$ cat config.mk
export PLATFORM = sky130hd
export DESIGN_NAME = mcu_stage_sequencer
export DESIGN_NICKNAME = d
export VERILOG_FILES = /design/src/rtl/mcu_pkg.sv /design/src/rtl/mcu_stage_sequencer.sv
export SDC_FILE = /design/constraint.sdc
export NUM_CORES = 1
export LEC_CHECK = 0
export ABC_CLOCK_PERIOD_IN_PS = 3100
export CAP_MARGIN = 0
export CORE_MARGIN = 2
export CORE_UTILIZATION = 46
export DETAILED_ROUTE_END_ITERATION = 7
export DONT_BUFFER_PORTS = 1
export SLEW_MARGIN = 20
export SYNTH_ARGS = -nofsm -noshare
export SYNTH_HDL_FRONTEND = slang
export SYNTH_SLANG_ARGS = --single-unit
$ cat constraint.sdc
create_clock -name clk -period 3.1 [get_ports clk]
set_input_delay 0.62 -clock clk [delete_from_list [all_inputs] [get_ports clk]]
set_output_delay 0.62 -clock clk [all_outputs]
set_load 0.005 [all_outputs]
$ cat src/rtl/mcu_pkg.sv
// ----------------------------------------------------------------------------
// mcu_pkg
// Definitions shared between the stage sequencer and the control unit:
//   - 2-bit stage codes that the control unit decodes (LOAD/FETCH/DECODE/EXECUTE)
//   - the sequencer's FSM state type
//   - a helper that maps a sequencer state onto the stage code it drives
// ----------------------------------------------------------------------------
package mcu_pkg;

    localparam logic [1:0] STAGE_LOAD    = 2'b00;
    localparam logic [1:0] STAGE_FETCH   = 2'b01;
    localparam logic [1:0] STAGE_DECODE  = 2'b10;
    localparam logic [1:0] STAGE_EXECUTE = 2'b11;

    typedef enum logic [2:0] {
        S_LOAD   = 3'd0,
        S_FETCH  = 3'd1,
        S_DECODE = 3'd2,
        S_EXEC   = 3'd3,
        S_HALT   = 3'd4
    } seq_state_e;

    // HALT presents FETCH to the control unit; core_en=0 keeps the datapath
    // frozen, so the control unit sees a stable, harmless stage while parked.
    function automatic logic [1:0] stage_of(input seq_state_e st);
        logic [1:0] code;
        code = STAGE_LOAD;
        case (st)
            S_LOAD:   code = STAGE_LOAD;
            S_FETCH:  code = STAGE_FETCH;
            S_DECODE: code = STAGE_DECODE;
            S_EXEC:   code = STAGE_EXECUTE;
            S_HALT:   code = STAGE_FETCH;
            default:  code = STAGE_LOAD;
        endcase
        return code;
    endfunction

endpackage

$ cat src/rtl/mcu_stage_sequencer.sv
// ----------------------------------------------------------------------------
// mcu_stage_sequencer
// Owns the processor stage register. First streams a program image into
// program memory over a valid/ready port, then runs the FETCH-DECODE-EXECUTE
// cycle, with halt at instruction boundaries, single-step, reload and a
// retired-instruction counter.
//
// Ports
//   clk, rst                  clock; synchronous active-high reset
//   ld_valid/ld_data/ld_last  program image stream in
//   ld_ready                  word accepted this cycle when ld_valid=1
//   pmem_we/addr/wdata        program memory write port (load only)
//   halt_req                  level: park at the next instruction boundary
//   step_req                  pulse: run one instruction while halted
//   reload_req                pulse: go back to LOAD at the next boundary
//   stage                     2-bit stage code to the control unit
//   core_en                   datapath register enables live
//   halted                    parked in HALT
//   load_ovf                  sticky: memory filled without ld_last
//   retired                   count of EXECUTE cycles, wraps
// ----------------------------------------------------------------------------
module mcu_stage_sequencer
    import mcu_pkg::*;
#(
    parameter int PMEM_DEPTH = 256,
    parameter int ADDR_W     = 8,
    parameter int INSTR_W    = 12,
    parameter int CNT_W      = 16
) (
    input  logic               clk,
    input  logic               rst,
    input  logic               ld_valid,
    input  logic [INSTR_W-1:0] ld_data,
    input  logic               ld_last,
    output logic               ld_ready,
    output logic               pmem_we,
    output logic [ADDR_W-1:0]  pmem_addr,
    output logic [INSTR_W-1:0] pmem_wdata,
    input  logic               halt_req,
    input  logic               step_req,
    input  logic               reload_req,
    output logic [1:0]         stage,
    output logic               core_en,
    output logic               halted,
    output logic               load_ovf,
    output logic [CNT_W-1:0]   retired
);

    localparam logic [ADDR_W-1:0] LAST_ADDR = ADDR_W'(PMEM_DEPTH - 1);

    seq_state_e         state_q, state_d;
    logic [ADDR_W-1:0]  wr_ptr_q, wr_ptr_d;
    logic               load_ovf_q, load_ovf_d;
    logic [CNT_W-1:0]   retired_q, retired_d;
    logic               reload_pend_q, reload_pend_d;
    logic               step_mode_q, step_mode_d;

    logic               accept;
    logic               reload_now;

    // Load port: ready only in LOAD and never while reset is asserted, so a
    // word presented during reset is not written.
    assign ld_ready   = (state_q == S_LOAD) & ~rst;
    assign accept     = ld_valid & ld_ready;
    assign pmem_we    = accept;
    assign pmem_addr  = wr_ptr_q;
    assign pmem_wdata = ld_data;

    // A reload request arriving in the EXECUTE cycle itself is honoured at
    // that same boundary rather than one instruction later.
    assign reload_now = reload_pend_q | reload_req;

    assign stage    = stage_of(state_q);
    assign core_en  = (state_q == S_FETCH) | (state_q == S_DECODE) | (state_q == S_EXEC);
    assign halted   = (state_q == S_HALT);
    assign load_ovf = load_ovf_q;
    assign retired  = retired_q;

    always_comb begin
        state_d       = state_q;
        wr_ptr_d      = wr_ptr_q;
        load_ovf_d    = load_ovf_q;
        retired_d     = retired_q;
        reload_pend_d = reload_pend_q;
        step_mode_d   = step_mode_q;

        case (state_q)
            S_LOAD: begin
                if (accept) begin
                    wr_ptr_d = wr_ptr_q + 1'b1;
                    if (ld_last) begin
                        state_d = S_FETCH;
                    end else if (wr_ptr_q == LAST_ADDR) begin
                        // Memory full with no end marker: run what we have
                        // and flag the truncated image.
                        state_d    = S_FETCH;
                        load_ovf_d = 1'b1;
                    end
                end
            end

            S_FETCH: begin
                if (reload_req) reload_pend_d = 1'b1;
                state_d = S_DECODE;
            end

            S_DECODE: begin
                if (reload_req) reload_pend_d = 1'b1;
                state_d = S_EXEC;
            end

            S_EXEC: begin
                retired_d = retired_q + 1'b1;
                if (reload_now) begin
                    state_d       = S_LOAD;
                    wr_ptr_d      = '0;
                    load_ovf_d    = 1'b0;
                    reload_pend_d = 1'b0;
                    step_mode_d   = 1'b0;
                end else if (halt_req | step_mode_q) begin
                    state_d = S_HALT;
                end else begin
                    state_d = S_FETCH;
                end
            end

            S_HALT: begin
                if (reload_now) begin
                    state_d       = S_LOAD;
                    wr_ptr_d      = '0;
                    load_ovf_d    = 1'b0;
                    reload_pend_d = 1'b0;
                    step_mode_d   = 1'b0;
                end else if (step_req) begin
                    // step_mode sends EXECUTE straight back to HALT even if
                    // halt_req has been dropped in the meantime.
                    state_d     = S_FETCH;
                    step_mode_d = 1'b1;
                end else if (!halt_req) begin
                    state_d     = S_FETCH;
                    step_mode_d = 1'b0;
                end
            end

            default: begin
                state_d = S_LOAD;
            end
        endcase
    end

    always_ff @(posedge clk) begin
        if (rst) begin
            state_q       <= S_LOAD;
            wr_ptr_q      <= '0;
            load_ovf_q    <= 1'b0;
            retired_q     <= '0;
            reload_pend_q <= 1'b0;
            step_mode_q   <= 1'b0;
        end else begin
            state_q       <= state_d;
            wr_ptr_q      <= wr_ptr_d;
            load_ovf_q    <= load_ovf_d;
            retired_q     <= retired_d;
            reload_pend_q <= reload_pend_d;
            step_mode_q   <= step_mode_d;
        end
    end

endmodule
---- Word level (Yosys, flattened, before mapping) ----
Index checks and enable logic that the tools add are counted.
Widths: inputs -> output; s select.
operators by class
  equal/unequal tests ..................... 13
  reduce and logical (&&, ||, !) cells .... 12
  muxes and demuxes ....................... 24
  add/sub/neg operators ................... 2
  bitwise logic cells ..................... 7
operators with widths
  kind                   count
  $mux 3                 8
  $add 16x1->16 const B  1
  $mux 8                 2
  $pmux 8 s2             1
  $pmux 3 s5             1
  $reduce_and 3->1       4
  $add 8x1->8 const B    1
  $eq 8x8->1 const B     1
  $mux 1                 8
  $eq 3x2->1 const B     2
  $ne 2x1->1 const B     3
  $ne 2x2->1 const B     3
  $pmux 1 s2             3
  $pmux 2 s3             1
  $reduce_bool 2->1      3
  $reduce_or 2->1        3
  $reduce_and 5->1       1
  $ne 4x3->1 const B     1
  $or 1x1->1             4
  $eq 3x1->1 const B     1
  $eq 3x3->1 const B     1
  $logic_not 3->1        1
  $ne 3x2->1 const B     1
  $and 1x1->1            2
  $not 1->1              1
storage, ports and cells
  register bits ........................... 30
  logic and storage cells ................. 64
  input bits .............................. 19

---- Longest topological paths before layout ----
  depth in word-level cells ............... 5
  gate-level depth with buffers ........... 6

---- Worst setup path after synthesis ----
No wires, ideal clock.
  kind .................................... input-to-output
  from .................................... input rst
  to ...................................... output pmem_we
  setup slack ............................. 1.356 ns
  data required time ...................... 2.480 ns
  stages .................................. 3
  arrival ................................. 1.124 ns
  path through ............................ nor4_4 -> nand2_1 -> clkinv_1
between the ends
  cells in the longest elaborated chain, start to end .. 3
ends and longest elaborated chain
  what         line                       RTL
  from (decl)  mcu_stage_sequencer.sv:31  input logic rst,
  $not 1->1    mcu_stage_sequencer.sv:63  assign ld_ready = (state_q == S_LOAD) & ~rst;
  $and 1x1->1  mcu_stage_sequencer.sv:63
  $and 1x1->1  mcu_stage_sequencer.sv:64  assign accept = ld_valid & ld_ready;
  to (decl)    mcu_stage_sequencer.sv:36  output logic pmem_we,
No other way between the ends.

---- Worst setup path after layout ----
  from .................................... register state_q[1]
  to ...................................... output pmem_we
between the ends
  cells in the longest elaborated chain, start to end .. 3
ends and longest elaborated chain
  what                    line                        RTL
  from (decl)             mcu_stage_sequencer.sv:51   seq_state_e state_q, state_d;
  from (signal assigned)  mcu_stage_sequencer.sv:160  state_q <= state_d;
  $logic_not 3->1         mcu_stage_sequencer.sv:63
  $and 1x1->1             mcu_stage_sequencer.sv:63
  via ld_ready            mcu_stage_sequencer.sv:35   output logic ld_ready,
  $and 1x1->1             mcu_stage_sequencer.sv:64
The timed path passes the listed nets, and every way through them passes these cells.

==> out/qor.txt <==
Global Route Usage Sum: 17.8%
Overall routed net length: 3350 um
First-pass GRT wire length: 5590 um
CTS tree: done
Ys flop type: dfxtp_1
Drt drc: 0
Worst path arrival time: 1.58 ns
EDFF count, synth: 0
FF+latch count, synth: 30
Core area: 3340 sq um
CP Max Fanout: 9
Synth warn: 0
Final Cycle Share: 71.1%
Largest net degree at the start of global routing: 31
Most common cell after layout, fill and taps aside: dfxtp_1
Post-synth ARST share: 0%
CTS clock-pin slew for the worst setup and hold paths: 0.09 ns
Grt total ovfl: 0
Placer congestion estimate: 0.802
Power per cell area: 417 nW/um^2
Crit-path cells: nor4_4, nand2_1, clkinv_1
Die ar.: 3940 sq um
Switch share: 24.2%
Largest cells by area after synthesis: dfxtp_1 38%, buf_4 6.6%, a21oi_1 4.4%, nor2_1 4.3%, xnor2_1 3.9%
Post-synthesis cell type count: 43
H-tree levels: 2
CP peak stage delay: 0.44 ns
Comb pwr share: 6.0%
Status: complete, no violations
Wire per inst: 15.1 um
Final net count: 197
Slowest cell on crit path: dfxtp_1
Vert. Die Dim: 62.8 um
Vias in the first global route: 1,264
Clk buf depth: 2
Max Cap Viol: 0
Buffer count from post-CTS setup fixing: 0
IO buf count: 0
LEAKAGE: 0.525 nW
Post-Syn Area: 1590 sq um
Dpl cells: 215
Tmin final: 2.20 ns
Layout Cells excl Fill: 222
Peak VDD IR: 224 uV
Via/cell ratio: 6.11
Iteration-0 DRC Markers: 84
Via count: 1,356
Starting density of the core: 47.6%
Path type of the worst min-delay path: in2reg
Setup WS pre-CTS: 1.11 ns
Worst Clk Skew: 0.00596 ns
Internal power: 0.493 mW
Hold_buf cts: 0
Number of setup violations in the final report: 0
Worst slew pin tran: 0.514 ns
Worst Setup Slack, final: 0.896 ns
FMAX: 0.454 GHz
Seq/Total Area, Yosys: 37.8%
Cts repair resizes: 0
Most frequent cells in the layout: 30 x dfxtp_1, 18 x nor2_1, 16 x nand2_1
CTS buffer count: 5
Critical path's top delay family: simple AND/OR/NAND/NOR gates
DR pass1 iterations: 4
Worst setup EP type: output port
Worst EP required: 2.48 ns
Slew Viols, Final: 0
Share of power burned in the clock network: 31.7%
Worst Path Buf+Inv: 1
Top-area cell type share of the netlist area: 37.8%
Slew headroom: 65.5%
Detail Placement HPWL: 2420 um
Worst Setup Start Kind: flip-flop
Worst-skew pair later-pin latency: 0.32 ns
Row count: 21
Post-synthesis average cell area: 8.45 sq um
Final Hold Vio Count: 0
Fraction of layout cells with a size suffix above 1: 7.39%
Area leader, netlist: dfxtp_1
Critical path class: reg2out
Flop pwr share: 62.3%
Post-layout util: 46.7%
Root Buffer: clkbuf_4
Fillers: 355
Unrepaired setup endpoints after global routing: false
Initial antenna violation count: 0
Setup total negative slack: 0 ns
Net Sw Power: 0.157 mW
Inserted Diodes: 0
Syn Inst Count: 188
Area Growth Syn to Fin: -1.81%
IO Count: 62
Die W: 62.8 um
ANT nets after route: 0
Num Clock Sinks: 30
Syn Nets: 209
[power by group through the flow]
stage	sequential (mW)	combinational (mW)	clock [mW]
after floorplan	0.406	0.0567	0
after global placement	0.414	0.0386	0
after detailed placement	0.414	0.0387	0
after CTS	0.405	0.0391	0.215
after global routing	0.407	0.0445	0.233
final	0.405	0.0393	0.206
[routing by layer]
metal | vias to the layer above | track usage (%) | wire length [um]
li1 | 648 | - | -
met5 | - | 0 | 0
met1 | 641 | 19.1 | 1350
met3 | 7 | 7.57 | 280
met4 | 0 | 8.89 | 50
met2 | 60 | 29.8 | 1670
[state kept, by name, indices dropped and copies added (netlist names)]
name	cells
state_q	3
retired	16
reload_pend_q	1
pmem_addr	8
load_ovf	1
step_mode_q	1
[worst reg2reg max path, delay by kind of cell, from the launching register on]
family | cells | cell delay, ns
DFF | 1 | 0.51
and+or+nand+nor | 2 | 0.70
AOI/OAI and AO/OA | 2 | 0.64
[final timing paths]
kind / start / endpoint / cells past startpoint / slack, ns
max: state_q[1] / pmem_we / 3 / 0.90
min: rst / pmem_addr[7] / 1 / 0.36
max reg2reg: state_q[2] / pmem_addr[3] / 4 / 1.11
min reg2reg: reload_pend_q / reload_pend_q / 2 / 0.52
[cells by family (layout without fill, tap and decap cells)]
family | after synthesis | count (layout) | share of synthesized area (%)
buffers and inverters | 25 | 13 | 9.69
muxes | 1 | 1 | 0.630
xor gates and xnor gates | 11 | 11 | 6.07
DFF | 30 | 30 | 37.8
and+or+nand+nor | 77 | 77 | 27.3
adders and majority gates | 2 | 2 | 1.58
AOI/OAI and AO/OA | 42 | 42 | 16.9
[metrics by stage]
| stage | hold WS [ns] | power [mW] | cell area (sq um) |
|---|---|---|---|
| 5_1_grt | 0.340 | 0.684 | 1560 |
| 3_5_place_dp | 0.510 | 0.453 | 1510 |
| 2_1_floorplan | 0.474 | 0.463 | 1590 |
| 4_1_cts | 0.350 | 0.659 | 1560 |
| 6_report | 0.365 | 0.651 | 1560 |
| 3_3_place_gp | 0.485 | 0.452 | 1510 |
[cell usage after synthesis, types with 2 or more instances]
cell	n
clkbuf_1	2
and3_1	2
nand2_1	16
nand4_1	5
o21ai_0	9
a31oi_1	2
a41oi_1	3
nand3_1	9
nand2b_1	2
buf_4	14
inv_1	5
xor2_1	4
a2111oi_0	2
ha_1	2
nor4_1	2
a21oi_1	14
a311oi_1	6
nor3_1	7
xnor2_1	7
nor2_1	18
dfxtp_1	30
buf_1	2
or3_1	5
[final cells by class]
type	instances	area, sq um	share of cell area (%)
multi-input cells	133	833	53.5
flip-flops and latches	30	601	38.5
well taps	46	57.6	3.69
clock buffers	7	45.0	2.89
inverters	6	22.5	1.44
(Power assumes the default switching activity.)
